File: src/rtl/audio_pkg.sv
// Shared audio-chain definitions: sample width helper and I2S channel codes.
package audio_pkg;

  // Word-select level for each I2S channel
  localparam logic CH_LEFT  = 1'b0;
  localparam logic CH_RIGHT = 1'b1;

  // Sample width in bits for a given byte count
  function automatic int unsigned sample_width(input int unsigned word_bytes);
    return 8 * word_bytes;
  endfunction

endpackage

File: src/rtl/audio_i2s_tx_if.sv
// Valid/ready sample stream between audio-chain stages.
interface audio_i2s_tx_if
  import audio_pkg::*;
#(
  parameter int unsigned WORD_BYTES = 2
) ();

  localparam int unsigned W = sample_width(WORD_BYTES);

  logic         tvalid;
  logic [W-1:0] tdata;
  logic         tready;

  modport master (output tvalid, output tdata, input tready);
  modport slave  (input tvalid, input tdata, output tready);

endinterface

File: src/rtl/audio_bclk_gen.sv
// I2S bit-clock generator: sclk toggles every CLK_DIV clk cycles.
// rise_c/fall_c flag the clk edge on which sclk is about to rise/fall,
// so consumers can update state on the same edge sclk changes.
module audio_bclk_gen #(
  parameter int unsigned CLK_DIV = 8
) (
  input  logic clk,
  input  logic reset,
  output logic sclk,
  output logic rise_c,
  output logic fall_c
);

  localparam int unsigned DIV_W = (CLK_DIV > 2) ? $clog2(CLK_DIV) : 1;
  localparam logic [DIV_W-1:0] DIV_LAST = DIV_W'(CLK_DIV - 1);

  if (CLK_DIV < 2) begin : g_div_check
    $error("audio_bclk_gen: CLK_DIV must be at least 2");
  end

  logic [DIV_W-1:0] div_cnt;
  logic             tc_c;

  assign tc_c   = (div_cnt == DIV_LAST);
  assign rise_c = tc_c && !sclk;
  assign fall_c = tc_c && sclk;

  // Divider counter and bit-clock toggle at terminal count
  always_ff @(posedge clk) begin
    if (reset) begin
      div_cnt <= '0;
      sclk    <= 1'b0;
    end else if (tc_c) begin
      div_cnt <= '0;
      sclk    <= ~sclk;
    end else begin
      div_cnt <= div_cnt + DIV_W'(1);
    end
  end

endmodule

File: src/rtl/audio_i2s_tx.sv
// Stream-to-I2S transmitter: one mono sample per frame, sent MSB-first
// on both channels, with an underrun (zero) frame when no sample is held.
module audio_i2s_tx
  import audio_pkg::*;
#(
  parameter int unsigned WORD_BYTES = 2,
  parameter int unsigned CLK_DIV    = 8
) (
  input  logic           clk,
  input  logic           reset,
  audio_i2s_tx_if.slave  s,
  output logic           sclk,
  output logic           lrclk,
  output logic           sdata,
  output logic           frame_start,
  output logic           underrun
);

  localparam int unsigned W      = sample_width(WORD_BYTES);
  localparam int unsigned SLOTS  = 2 * W;
  localparam int unsigned SLOT_W = $clog2(SLOTS);
  localparam logic [SLOT_W-1:0] SLOT_LAST  = SLOT_W'(SLOTS - 1);
  localparam logic [SLOT_W-1:0] SLOT_LR_UP = SLOT_W'(W - 1);

  logic [W-1:0]      hold;
  logic              hold_full;
  logic [SLOT_W-1:0] slot;
  logic [SLOT_W-1:0] slot_next_c;
  logic [SLOTS-1:0]  shreg;
  logic              fall_c;
  logic              rise_unused_c;
  logic              xfer_c;
  logic              load_c;

  // Bit clock; the rising strobe is only needed by receive-side users
  audio_bclk_gen #(
    .CLK_DIV (CLK_DIV)
  ) u_bclk (
    .clk    (clk),
    .reset  (reset),
    .sclk   (sclk),
    .rise_c (rise_unused_c),
    .fall_c (fall_c)
  );

  assign s.tready    = !hold_full && !reset;
  assign xfer_c      = s.tvalid && s.tready;
  assign load_c      = fall_c && (slot == SLOT_LAST);
  assign slot_next_c = (slot == SLOT_LAST) ? '0 : slot + SLOT_W'(1);

  // Single-entry hold register; a load empties it before a same-edge transfer refills it
  always_ff @(posedge clk) begin
    if (reset) begin
      hold      <= '0;
      hold_full <= 1'b0;
    end else begin
      if (load_c) begin
        hold_full <= 1'b0;
      end
      if (xfer_c) begin
        hold      <= s.tdata;
        hold_full <= 1'b1;
      end
    end
  end

  // Slot counter, frame shift register and registered serial outputs
  always_ff @(posedge clk) begin
    if (reset) begin
      slot        <= SLOT_LAST;
      shreg       <= '0;
      sdata       <= 1'b0;
      lrclk       <= CH_LEFT;
      frame_start <= 1'b0;
      underrun    <= 1'b0;
    end else begin
      frame_start <= 1'b0;
      underrun    <= 1'b0;
      if (fall_c) begin
        slot <= slot_next_c;
        if (load_c) begin
          frame_start <= 1'b1;
          if (hold_full) begin
            shreg <= {hold, hold};
            sdata <= hold[W-1];
          end else begin
            shreg    <= '0;
            sdata    <= 1'b0;
            underrun <= 1'b1;
          end
        end else begin
          shreg <= shreg << 1;
          sdata <= shreg[SLOTS-2];
        end
        // Word select leads each channel's MSB by one slot
        if (slot_next_c == SLOT_LR_UP) begin
          lrclk <= CH_RIGHT;
        end else if (slot_next_c == SLOT_LAST) begin
          lrclk <= CH_LEFT;
        end
      end
    end
  end

endmodule

File: src/flat_wrapper.sv
// flat-port wrapper written by rule: the top's interface ports become plain ports
module audio_i2s_tx_flat import audio_pkg::*;
#(
  parameter int unsigned WORD_BYTES = 2,
  parameter int unsigned CLK_DIV    = 8
)
  (clk, reset, sclk, lrclk, sdata, frame_start, underrun, s_tvalid, s_tdata, s_tready);
  audio_i2s_tx_if #(.WORD_BYTES(WORD_BYTES)) s_i ();
  input  logic clk;
  input  logic reset;
  output logic sclk;
  output logic lrclk;
  output logic sdata;
  output logic frame_start;
  output logic underrun;
  input wire logic [$bits(s_i.tvalid)-1:0] s_tvalid;
  input wire logic [$bits(s_i.tdata)-1:0] s_tdata;
  output wire logic [$bits(s_i.tready)-1:0] s_tready;
  assign s_i.tvalid = s_tvalid;
  assign s_i.tdata = s_tdata;
  assign s_tready = s_i.tready;
  audio_i2s_tx #(.WORD_BYTES(WORD_BYTES), .CLK_DIV(CLK_DIV)) u_core (.clk(clk), .reset(reset), .s(s_i), .sclk(sclk), .lrclk(lrclk), .sdata(sdata), .frame_start(frame_start), .underrun(underrun));
endmodule
File: config.mk
export PLATFORM = sky130hd
export DESIGN_NAME = audio_i2s_tx_flat
export DESIGN_NICKNAME = d
export VERILOG_FILES = /design/src/rtl/audio_pkg.sv /design/src/rtl/audio_i2s_tx_if.sv /design/src/rtl/audio_bclk_gen.sv /design/src/rtl/audio_i2s_tx.sv /design/src/flat_wrapper.sv
export SDC_FILE = /design/constraint.sdc
export NUM_CORES = 1
export LEC_CHECK = 0
export ABC_AREA = 1
export BUFFER_PORTS_ARGS = -buffer_cell sky130_fd_sc_hd__buf_2
export CORE_MARGIN = 4
export CORE_UTILIZATION = 51
export CTS_CLUSTER_SIZE = 16
export DETAILED_ROUTE_END_ITERATION = 7
export PLACE_DENSITY = 0.72
export SLEW_MARGIN = 30
export SYNTH_ARGS = -nofsm -noshare
export SYNTH_HDL_FRONTEND = slang
export SYNTH_SLANG_ARGS = --single-unit
File: constraint.sdc
create_clock -name clk -period 1.8 [get_ports clk]
set_input_delay 0.09 -clock clk [delete_from_list [all_inputs] [get_ports clk]]
set_output_delay 0.09 -clock clk [all_outputs]
set_load 0.01 [all_outputs]
# Word-level counts from Yosys, hierarchy flattened
# Index checks and enable logic that the tools add are counted.
# word_totals
register_bits	61
in_bits	19
elab_cells	42
output_inout_bits	6
# op_classes
eq_ne	4
muxes	11
add_sub_neg	2
bitwise_logic	3
n_reduce_logical	12
# op_table
operator	n
31-bit 2-to-1 mux	2
5-bit == test, second input constant	2
1-bit 2-to-1 mux	8
5-bit by 1-bit adder with 5-bit output, second input constant	1
5-bit by 4-bit == test with 1-bit output, second input constant	1
5-bit 2-to-1 mux	1
1-bit logical AND	4
2-bit nonzero test	2
2-bit OR reduction	2
3-bit by 1-bit adder with 3-bit output, second input constant	1
3-bit == test, second input constant	1
1-bit NOT	3
3-bit OR reduction	1
1-bit logical NOT	2
2-bit AND reduction	1

# Depth between registers and ports, before layout
# Gate-level depths: netlist of run 1.
# logic_depth
depth_word	5
depth_mapped	10
mapped_depth_nobuf	10

# Modules after synthesis
# A second synthesis of run 1 with hierarchy kept.
# unflattened
cells_unflattened	300
area_unflattened_um2	2416.1
# modules_own_cells
mod	instances	cells_each	seq_area_each_um2	area_each_um2
audio_i2s_tx	1	280	1141.1	2253.4
audio_bclk_gen	1	20	80.1	162.7

# Worst setup path after synthesis of run 1
# Ideal clock, no wire load.
# synth_timing
path_type	register to register
start	register u_core.slot[0]
end	register u_core.shreg[1]
n_path_buf	1
setup_slack_ps	200
t_arrival_ps	1530
setup_ps	70
path_stages_with_launch	10
period_less_slack_ps	1600
t_required_ps	1730
cell_sequence	dfxtp_1 > ha_1 > nand2_1 > nor2_1 > ha_1 > inv_2 > nor3_4 > buf_4 > nand2_1 > a21oi_1
# synth_between
elab_chain_len	3
# synth_lines
element	line	text
start, declared	audio_i2s_tx.sv:27	logic [SLOT_W-1:0] slot;
start signal, assigned	audio_i2s_tx.sv:80	slot <= slot_next_c;
5-bit == test	audio_i2s_tx.sv:48	assign load_c = fall_c && (slot == SLOT_LAST);
1-bit logical AND	audio_i2s_tx.sv:48	
31-bit 2-to-1 mux	audio_i2s_tx.sv:81	if (load_c) begin
end signal, assigned	audio_i2s_tx.sv:84	shreg <= {hold, hold};
end signal, assigned	audio_i2s_tx.sv:92	shreg <= shreg << 1;
end, declared	audio_i2s_tx.sv:29	logic [SLOTS-1:0] shreg;
# No other way between the ends.
# A chain may end at the register's enable or synchronous reset.

# Worst setup path in the final report of run 1
# layout_timing
start	register u_core.slot[1]
end	register u_core.sdata
# layout_between
elab_chain_len	3
# layout_lines
element	line	text
5-bit == test	audio_i2s_tx.sv:48	
1-bit logical AND	audio_i2s_tx.sv:48	
1-bit 2-to-1 mux	audio_i2s_tx.sv:81	
end signal, assigned	audio_i2s_tx.sv:85	sdata <= hold[W-1];
end signal, assigned	audio_i2s_tx.sv:93	sdata <= shreg[SLOTS-2];
end, declared	audio_i2s_tx.sv:14	output logic sdata,
# No other way between the ends.

==> metrics.cfg, run 1 <==
[timing]
hold_viol_final = 0
post-route-min-period_ps = 1642
fin_tns_setup_ps = 0
timing.hold.ws_ps = 59.00
finalCritPeriodShare_pct = 91.20
finalClockSkew_ps = 4.407
max_freq_mhz = 609.2
finalMaxSlewViolations = 0
tightest_slew_ps = 433.5
setup_violations = 0
max_slew_margin_pct = 71.10
rsz0062_at_grt = false

[synthesis]
netlist-cell-type-count = 21
synth_area_sq_mm = 0.002338
synth_top_area_share_pct = 52.22
synthSimpleGateAreaFrac_pct = 14.98
synth_fa_ha_area_share_pct = 2.140
synth-compound-area-share_pct = 25.31
synth_top_family_by_area = compound AO/OA/AOI/OAI gates
syn_nets = 320
synthXorXnorAreaFrac_pct = 0
yosys_warnings = 0
ys_top_cells_by_area = dfxtp_1 (52%), a21oi_1 (14%), o21ai_0 (10%), nand2_1 (9.5%), nor2_1 (2.6%)
syn_inst = 297
yosysTopAreaCell = dfxtp_1
yosysSeqAreaShare_pct = 52.22
syn_area_per_cell_sq_um = 7.874
synth.ff_latch_count = 61
yosys-mux-area-fraction_pct = 0

[outcome]
status = completed

[global_routing]
grt_pass1_vias = 1877
overflow = 0
track_usage_pct = 19.16
antenna_found_initial = 0
grt_pass1_wl_mm = 8.376
grt_max_degree = 51

[finish]
fin_util_pct = 64.90
antenna_cells = 0
syn2layout_area_growth_pct = 21.67
fin_nets = 360
drive_above_1_share_pct = 16.08

[critical_path]
cp.required_ps = 2060
arrival_ps = 1900
crit_chain = ha_1, nand2_1, nor2_1, ha_2, inv_2, nor3_4, buf_12, nand2_1, a21oi_1
startpoint_type = register
end_kind = register
reg2reg_from = u_core.slot[1]$_SDFFE_PP1N_
critPathMostFrequentCell = nand2_1
crit_start = u_core.slot[1]$_SDFFE_PP1N_
max_stage_delay_ps = 360
cp_max_fo = 17
cp_slowest_cell = dfxtp_1
critical_path_class = register to register

[route]
drt-total-wl_mm = 4.886
dr.pass1.iters = 4
vias_per_cell = 5.282
postRouteAntennaNets = 0
drt_drc_violations_left = 0
drt-initial-drc-count = 137
routedWlPerCell_um = 12.40
vias = 2081

[cts]
cts_made_buffers = 9
cts_max_path_buffers = 2
cts_sinks = 61
clk_pin_slew_ps = 70
cts_setup_buffers = 0
clock_latency_ps = 330
cts_tree = built
htree_levels = 3
cts_root_buffer = clkbuf_8

[die]
die-area_sq_mm = 0.005733
rows = 24
dieWidth_um = 75.72
pin_count = 25
start_util_pct = 53.34
core_sq_mm = 0.004384
die_y_um = 75.72

[job]
cap_violations = 0

[placed_design]
gp_congestion = 0.7956
portBuffers = 24
dp_hpwl_mm = 2.958

[power]
total_leakage_power_nw = 1.217
powerDensity_mw_per_mm2 = 892.6
totalPowerFinal_mw = 2.540
ir_drop_mv = 0.5741

[hold_path]
hp-start = s_tvalid
hold_class = input pin to register

synthesized netlist by cell type (all sizes together):
master	number
a211oi	1
a21oi	64
a22oi	2
buf	6
clkbuf	13
dfxtp	61
ha	4
inv	12
nand2	60
nand3	5
nor2	16
nor3	3
o21ai	48
o221ai	1
or2	1
report_power, final:
part | leakage [nW] | internal, mW | switching, mW
clock network | 0.0808 | 0.488 | 0.531
registers | 0.495 | 1.38 | 0.0214
logic | 0.641 | 0.0602 | 0.0579
total | 1.22 | 1.93 | 0.610
critical path, delay by kind of cell (launching register included):
| family | cells | cell delay, ps |
|---|---|---|
| AO/OA/AOI/OAI | 1 | 130 |
| adder cells (fa/ha/maj) | 2 | 380 |
| buffers and inverters | 2 | 240 |
| flip-flops | 1 | 360 |
| AND/OR/NAND/NOR | 4 | 450 |
kinds of logic after synthesis:
kind of cell	count (synthesis)
AO/OA/AOI/OAI	116
AND/OR/NAND/NOR	85
flip-flops	61
buffers and inverters	31
adder cells (fa/ha/maj)	4
layout make-up:
type	count	area (sq um)
sequential	61	1221
fill	360	1539
tap	52	65.06
clock inverter	7	42.54
inverter	12	45.04
clock buffer	9	123.9
timing repair buffer	48	352.8
multi-input combinational	205	994.7
flip-flops by register name, summed over array words and instances (netlist names):
name and cells:
u_core.lrclk 1, u_core.slot 5, u_core.underrun 1, u_core.hold_full 1
u_core.u_bclk.sclk 1, u_core.u_bclk.div_cnt 3, u_core.shreg 31, u_core.hold 16
u_core.frame_start 1, u_core.sdata 1
metal layers:
metal	track usage (%)	wire length, um	part of all wire [%]
met4	6.602	40	0.82
met2	27.04	2082	43
met3	5.541	190	3.9
met5	0	0	0
met1	27.92	2573	53
layout by cell type (no fill, tap or decap):
master,Yosys,routed
ha_2,0,1
nor2_1,16,16
nand3_1,5,5
buf_12,0,1
or2_2,1,1
a22oi_1,2,2
ha_1,4,3
o21ai_1,0,1
a211oi_1,1,1
dfxtp_1,61,61
nor3_1,1,1
nor3_2,1,1
a21oi_1,64,64
nand2_2,1,1
clkinvlp_4,0,3
inv_2,2,2
clkbuf_8,0,9
buf_2,4,24
o21ai_0,48,47
clkinv_2,0,4
nand2_1,59,59
inv_1,10,10
dlygate4sd3_1,0,16
o221ai_1,1,1
buf_4,1,7
nor3_4,1,1
final timing paths:
kind                                          to  cells past startpoint  slack [ps]
max reg2reg            u_core.sdata$_SDFFE_PP0N_                      9         160
max                    u_core.sdata$_SDFFE_PP0N_                      9         160
min reg2reg  u_core.u_bclk.div_cnt[0]$_SDFF_PP0_                      1         420
min                u_core.hold_full$_SDFFE_PP0P_                      3          60
repair_timing:
| action | CTS | global route |
|---|---|---|
| setup endpoints to repair | 0 | 6 |
| gates resized for setup | 0 | 2 |
| hold endpoints to repair | 16 | 0 |
| hold buffers | 16 | 0 |
per-stage QoR:
| stage | cells | area, sq um | setup slack [ps] |
|---|---|---|---|
| 6_report | 394 | 2845 | 158.4 |
| 5_1_grt | 394 | 2845 | 5.493 |
| 4_1_cts | 394 | 2843 | 131.6 |
| 3_5_place_dp | 362 | 2516 | 146.3 |
| 3_3_place_gp | 362 | 2516 | 233.3 |
| 2_1_floorplan | 297 | 2338 | 200.2 |
Power figures use the tool's default switching activity.
==> inputs of run 2 (changes only) <==
--- a/config.mk
+++ b/config.mk
@@ -8,5 +8,5 @@
 export ABC_AREA = 1
 export BUFFER_PORTS_ARGS = -buffer_cell sky130_fd_sc_hd__buf_2
-export CORE_MARGIN = 4
+export CORE_MARGIN = 10
 export CORE_UTILIZATION = 51
 export CTS_CLUSTER_SIZE = 16
==> constraint.sdc (replaced) <==
create_clock -name clk -period 1.8 [get_ports clk]
set_input_delay 0.27 -clock clk [delete_from_list [all_inputs] [get_ports clk]]
set_output_delay 0.27 -clock clk [all_outputs]
set_load 0.01 [all_outputs]
==> run 2 against run 1 <==
Net effect:
- design area decreased by 0.44%
- critical path depth increased by 1
- via count decreased by 0.72%
- maximum frequency decreased by 5.5%
- sequential cell count unchanged
- cell count decreased by 3.6%
- wire length increased by 6.5%
- count of clock-buffer cells in the layout increased by 4
- die area increased by 34%
- largest cell class unchanged
==> metrics.cfg, run 2 (same netlist as run 1, synthesis figures left out) <==
[placed_design]
place_ws_ps = 123.6
dp_hpwl_mm = 3.174
gp_congestion = 0.7375
place_area_sq_mm = 0.002521
portBuffers = 24

[finish]
final_cell_mix = dfxtp_1 (59), a21oi_1 (53), nand2_1 (51), o21ai_0 (47), buf_2 (24)
antenna_cells = 0
multi_input_area_sq_mm = 0.001071
drive_above_1_share_pct = 23.48
fin_nets = 347
regArea_sq_mm = 0.001224
largestRegisters = u_core.shreg: 31 flops, u_core.hold: 16 flops, u_core.slot: 5 flops
final_common_cell = dfxtp_1
syn2layout_area_growth_pct = 21.13
top_register = u_core.shreg
fillCellCount = 378
largest_reg_flops = 31
stdcell_area_sq_mm = 0.002833

[timing]
setup_violations = 0
max_freq_mhz = 575.5
finalClockSkew_ps = 8.083
post-route-min-period_ps = 1738
finalCritPeriodShare_pct = 96.54
max_slew_margin_pct = 81.11
hold_viol_final = 0
finalMaxSlewViolations = 0
layout_setup_ws_ps = 62.29
tightest_slew_ps = 283.3

[route]
vias_per_cell = 5.437
drt_drc_violations_left = 0
dr.pass1.iters = 4
routedWlPerCell_um = 13.69
vias = 2066
drt-total-wl_mm = 5.202
drt-initial-drc-count = 161
postRouteAntennaNets = 0

[global_routing]
track_usage_pct = 13.62
overflow = 0
grt_pass1_wl_mm = 8.466
grt_max_degree = 51
grt_pass1_vias = 1906
antenna_found_initial = 0

[job]
cap_violations = 0

[cts]
clk_pin_slew_ps = 60
cts_made_buffers = 9
cts_max_path_buffers = 2
ctsHoldBuffers = 0
cts_tree = built
clock_latency_ps = 330
cts_root_buffer = clkbuf_8
cts_sinks = 61
htree_levels = 3

[die]
die_y_um = 87.72
rows = 24
dieWidth_um = 87.72
die-area_sq_mm = 0.007694
start_util_pct = 53.34
pin_count = 25
core_sq_mm = 0.004384

[critical_path]
critical_path_class = register to register
end_kind = register
arrival_ps = 2000
cp.required_ps = 2060
cp_max_fo = 5
startpoint_type = register

[power]
powerDensity_mw_per_mm2 = 883.5
total_leakage_power_nw = 1.185
ir_drop_mv = 0.6850

[hold_path]
hold_class = input pin to register

[outcome]
status = completed

## run 2: final cells by class
cell class / instances / share of cell area, %
Tap cell: 52 / 2.297
Sequential cell: 61 / 43.20
Multi-Input combinational cell: 205 / 37.81
Clock inverter: 2 / 0.3534
Timing Repair Buffer: 35 / 9.408
Clock buffer: 13 / 5.256
Inverter: 12 / 1.678
## run 2: power breakdown
part	leakage [nW]	internal [mW]	switching, mW
Combinational	0.608	0.0408	0.0539
Clock	0.0833	0.526	0.477
Sequential	0.494	1.38	0.0224
Total	1.19	1.95	0.553
## run 2: path summary, 6_finish.rpt
kind | startpoint | depth (start not counted) | to | slack [ps]
max | u_core.slot[0]$_SDFFE_PP1N_ | 10 | u_core.shreg[28]$_SDFFE_PP0N_ | 60
min | s_tdata[3] | 3 | u_core.hold[3]$_SDFFE_PP0P_ | 140
max reg2reg | u_core.slot[0]$_SDFFE_PP1N_ | 10 | u_core.shreg[28]$_SDFFE_PP0N_ | 60
min reg2reg | u_core.u_bclk.div_cnt[0]$_SDFF_PP0_ | 1 | u_core.u_bclk.div_cnt[0]$_SDFF_PP0_ | 420
## run 2: timing repair
item | in CTS | in global routing
gates resized for setup | 0 | 28
buffers inserted | 0 | 2
endpoints found under the setup margin | 0 | 30
## run 2: metal layers
layer  global-route usage [%]  up-vias  part of all wire, %
li1                         -     1061                    -
met1                    17.98      953                   50
met4                    7.826        0                  1.9
met2                    19.44       46                   44
met5                        0        -                    0
met3                    3.714        6                  3.9
## run 2: worst max-delay path, stage by stage (launching register included)
cell,delay [ps]
dfxtp_2,360
ha_4,140
nand2_2,60
nor2_2,120
ha_2,230
inv_4,60
nor3_4,180
buf_6,150
clkbuf_16,130
nand2_1,70
a21oi_1,150
## run 2: per-stage QoR
step / utilization, % / hold slack (ps) / std cells / power [mW] / TNS [ps]
6_report: 64.61 / 137.5 / 380 / 2.503 / 0
5_1_grt: 64.61 / 143.0 / 380 / 2.609 / -494.7
4_1_cts: 61.13 / 127.9 / 376 / 2.523 / 0
3_5_place_dp: 57.51 / 409.2 / 361 / 1.527 / 0
3_3_place_gp: 57.51 / 404.2 / 361 / 1.525 / 0
2_1_floorplan: - / 382.7 / 297 / 1.484 / 0
==> inputs of run 3 (changes only) <==
clock period = 2.2 ns   (was 1.8 ns; I/O delays follow)
==> run 3 against run 2 <==
Net effect:
- first-iteration DRC count shrank 5.6%
- sequential power fell by 18%
- largest cell class unchanged
- critical path depth shrank 1
==> metrics.cfg, run 3 (same netlist as run 1, synthesis figures left out) <==
[timing]
max_slew_margin_pct = 67.25
hold_viol_final = 0
finalCritPeriodShare_pct = 87.15
rsz0062_at_grt = false
fin_tns_setup_ps = 0
post-route-min-period_ps = 1917
finalMaxSlewViolations = 0
setup_violations = 0
tightest_slew_ps = 490.7
finalClockSkew_ps = 6.940
layout_setup_ws_ps = 282.6
max_freq_mhz = 521.5

[cts]
htree_levels = 3
clk_pin_slew_ps = 70
clock_latency_ps = 340
ctsHoldBuffers = 0
cts_max_path_buffers = 2
cts_resized = 0
cts_root_buffer = clkbuf_8
cts_tree = built
cts_setup_buffers = 0
cts_made_buffers = 9
cts_sinks = 61

[global_routing]
overflow = 0
antenna_found_initial = 0
grt_pass1_vias = 2036
grt_max_degree = 51
grt_pass1_wl_mm = 8.935
track_usage_pct = 14.29

[power]
powerDensity_mw_per_mm2 = 848.9
ir_drop_mv = 0.5276
total_leakage_power_nw = 1.164

[critical_path]
cp_num_buf_inv = 2
reg2reg_slack_ps = 280
startpoint_type = register
r2r_cells = 9
max_stage_delay_ps = 410
cp_max_fo = 10
cp.required_ps = 2470
r2r_end = u_core.shreg[1]$_SDFFE_PP0N_
end_kind = register
cp_slowest_cell = nor3_4
crit_chain = ha_1, nand2_1, nor2_1, ha_1, inv_2, nor3_4, buf_4, nand2_1, a21oi_1
path_delay_family = simple AND/OR/NAND/NOR gates
reg2reg_from = u_core.slot[1]$_SDFFE_PP1N_
critical_path_class = register to register
arrival_ps = 2180

[finish]
fin_util_pct = 61.64
fillCellCount = 407
final_common_cell = a21oi_1
top_register = u_core.shreg
fin_nets = 342
largestRegisters = u_core.shreg: 31 flops, u_core.hold: 16 flops, u_core.slot: 5 flops
syn2layout_area_growth_pct = 15.57
largest_reg_flops = 31
antenna_cells = 0
drive_above_1_share_pct = 15.48
final_cell_mix = a21oi_1 (64), dfxtp_1 (61), nand2_1 (59), o21ai_0 (48), buf_2 (24)

[route]
drt_drc_violations_left = 0
drt-total-wl_mm = 4.823
dr.pass1.iters = 4
routedWlPerCell_um = 12.86
vias_per_cell = 5.315
postRouteAntennaNets = 0
drt-initial-drc-count = 152
vias = 1993

[die]
dieWidth_um = 87.72
die-area_sq_mm = 0.007694
die_y_um = 87.72
start_util_pct = 53.34
pin_count = 25
core_sq_mm = 0.004384
rows = 24

[hold_path]
hold_class = input pin to register
whs_path_depth = 3
hp-start = s_tdata[9]
holdPathEnd = u_core.hold[9]$_SDFFE_PP0P_

[placed_design]
gp_congestion = 0.7194
portBuffers = 24
dp_hpwl_mm = 3.079
place_ws_ps = 276.6

[job]
cap_violations = 0

[outcome]
status = completed

run 3: cell types whose count changed in the layout (fill, tap and decap cells not counted), sizes merged:
cell,change
clkinv,-1
bufinv,+2
clkinvlp,+1
buf,-3
clkbuf,-4
run 3: layer usage:
| layer | part of all wire [%] | global-route usage [%] |
|---|---|---|
| met3 | 4.6 | 5.292 |
| met5 | 0 | 0 |
| met1 | 51 | 17.94 |
| met4 | 1.4 | 7.536 |
| met2 | 43 | 20.83 |
run 3: how the worst max path moves through the flow:
stage	start	slack [ps]	endpoint	cells after the start
finish	u_core.slot[1]$_SDFFE_PP1N_	280	u_core.shreg[1]$_SDFFE_PP0N_	9
floorplan	u_core.slot[0]$_SDFFE_PP1N_	600	u_core.shreg[1]$_SDFFE_PP0N_	9
global placement	u_core.slot[1]$_SDFFE_PP1N_	330	u_core.shreg[7]$_SDFFE_PP0N_	9
global route	u_core.slot[1]$_SDFFE_PP1N_	40	u_core.shreg[21]$_SDFFE_PP0N_	9
CTS	u_core.slot[1]$_SDFFE_PP1N_	250	u_core.shreg[1]$_SDFFE_PP0N_	9
detailed placement	u_core.slot[1]$_SDFFE_PP1N_	280	u_core.shreg[5]$_SDFFE_PP0N_	9
run 3: cell type report:
cell class	count	area [sq um]	area share (%)
Sequential cell	61	1221	45.19
Multi-Input combinational cell	205	992.2	36.71
Timing Repair Buffer	30	165.2	6.111
Clock buffer	11	141.4	5.232
Clock inverter	4	72.57	2.685
Tap cell	52	65.06	2.407
Inverter	12	45.04	1.667
run 3: report_power, final:
part           switching [mW]  internal [mW]
combinational          0.0428         0.0309
clock                   0.414          0.660
sequential             0.0159           1.13
run 3: per-stage QoR:
stage / instance area [sq um] / total power, mW / hold WS [ps] / std cells
4_1_cts: 2703 / 2.321 / 170.4 / 375
3_3_place_gp: 2489 / 1.244 / 404.4 / 360
2_1_floorplan: 2338 / 1.215 / 396.9 / 297
5_1_grt: 2703 / 2.390 / 195.0 / 375
6_report: 2703 / 2.294 / 186.4 / 375
3_5_place_dp: 2489 / 1.245 / 414.6 / 360
run 3: worst reg2reg max path, delay by kind of cell, from the launching register on:
family | cells | cell delay, ps
fa+ha+maj | 2 | 390
flops | 1 | 360
simple gates | 4 | 650
compound gates | 1 | 140
buf+inv | 2 | 310
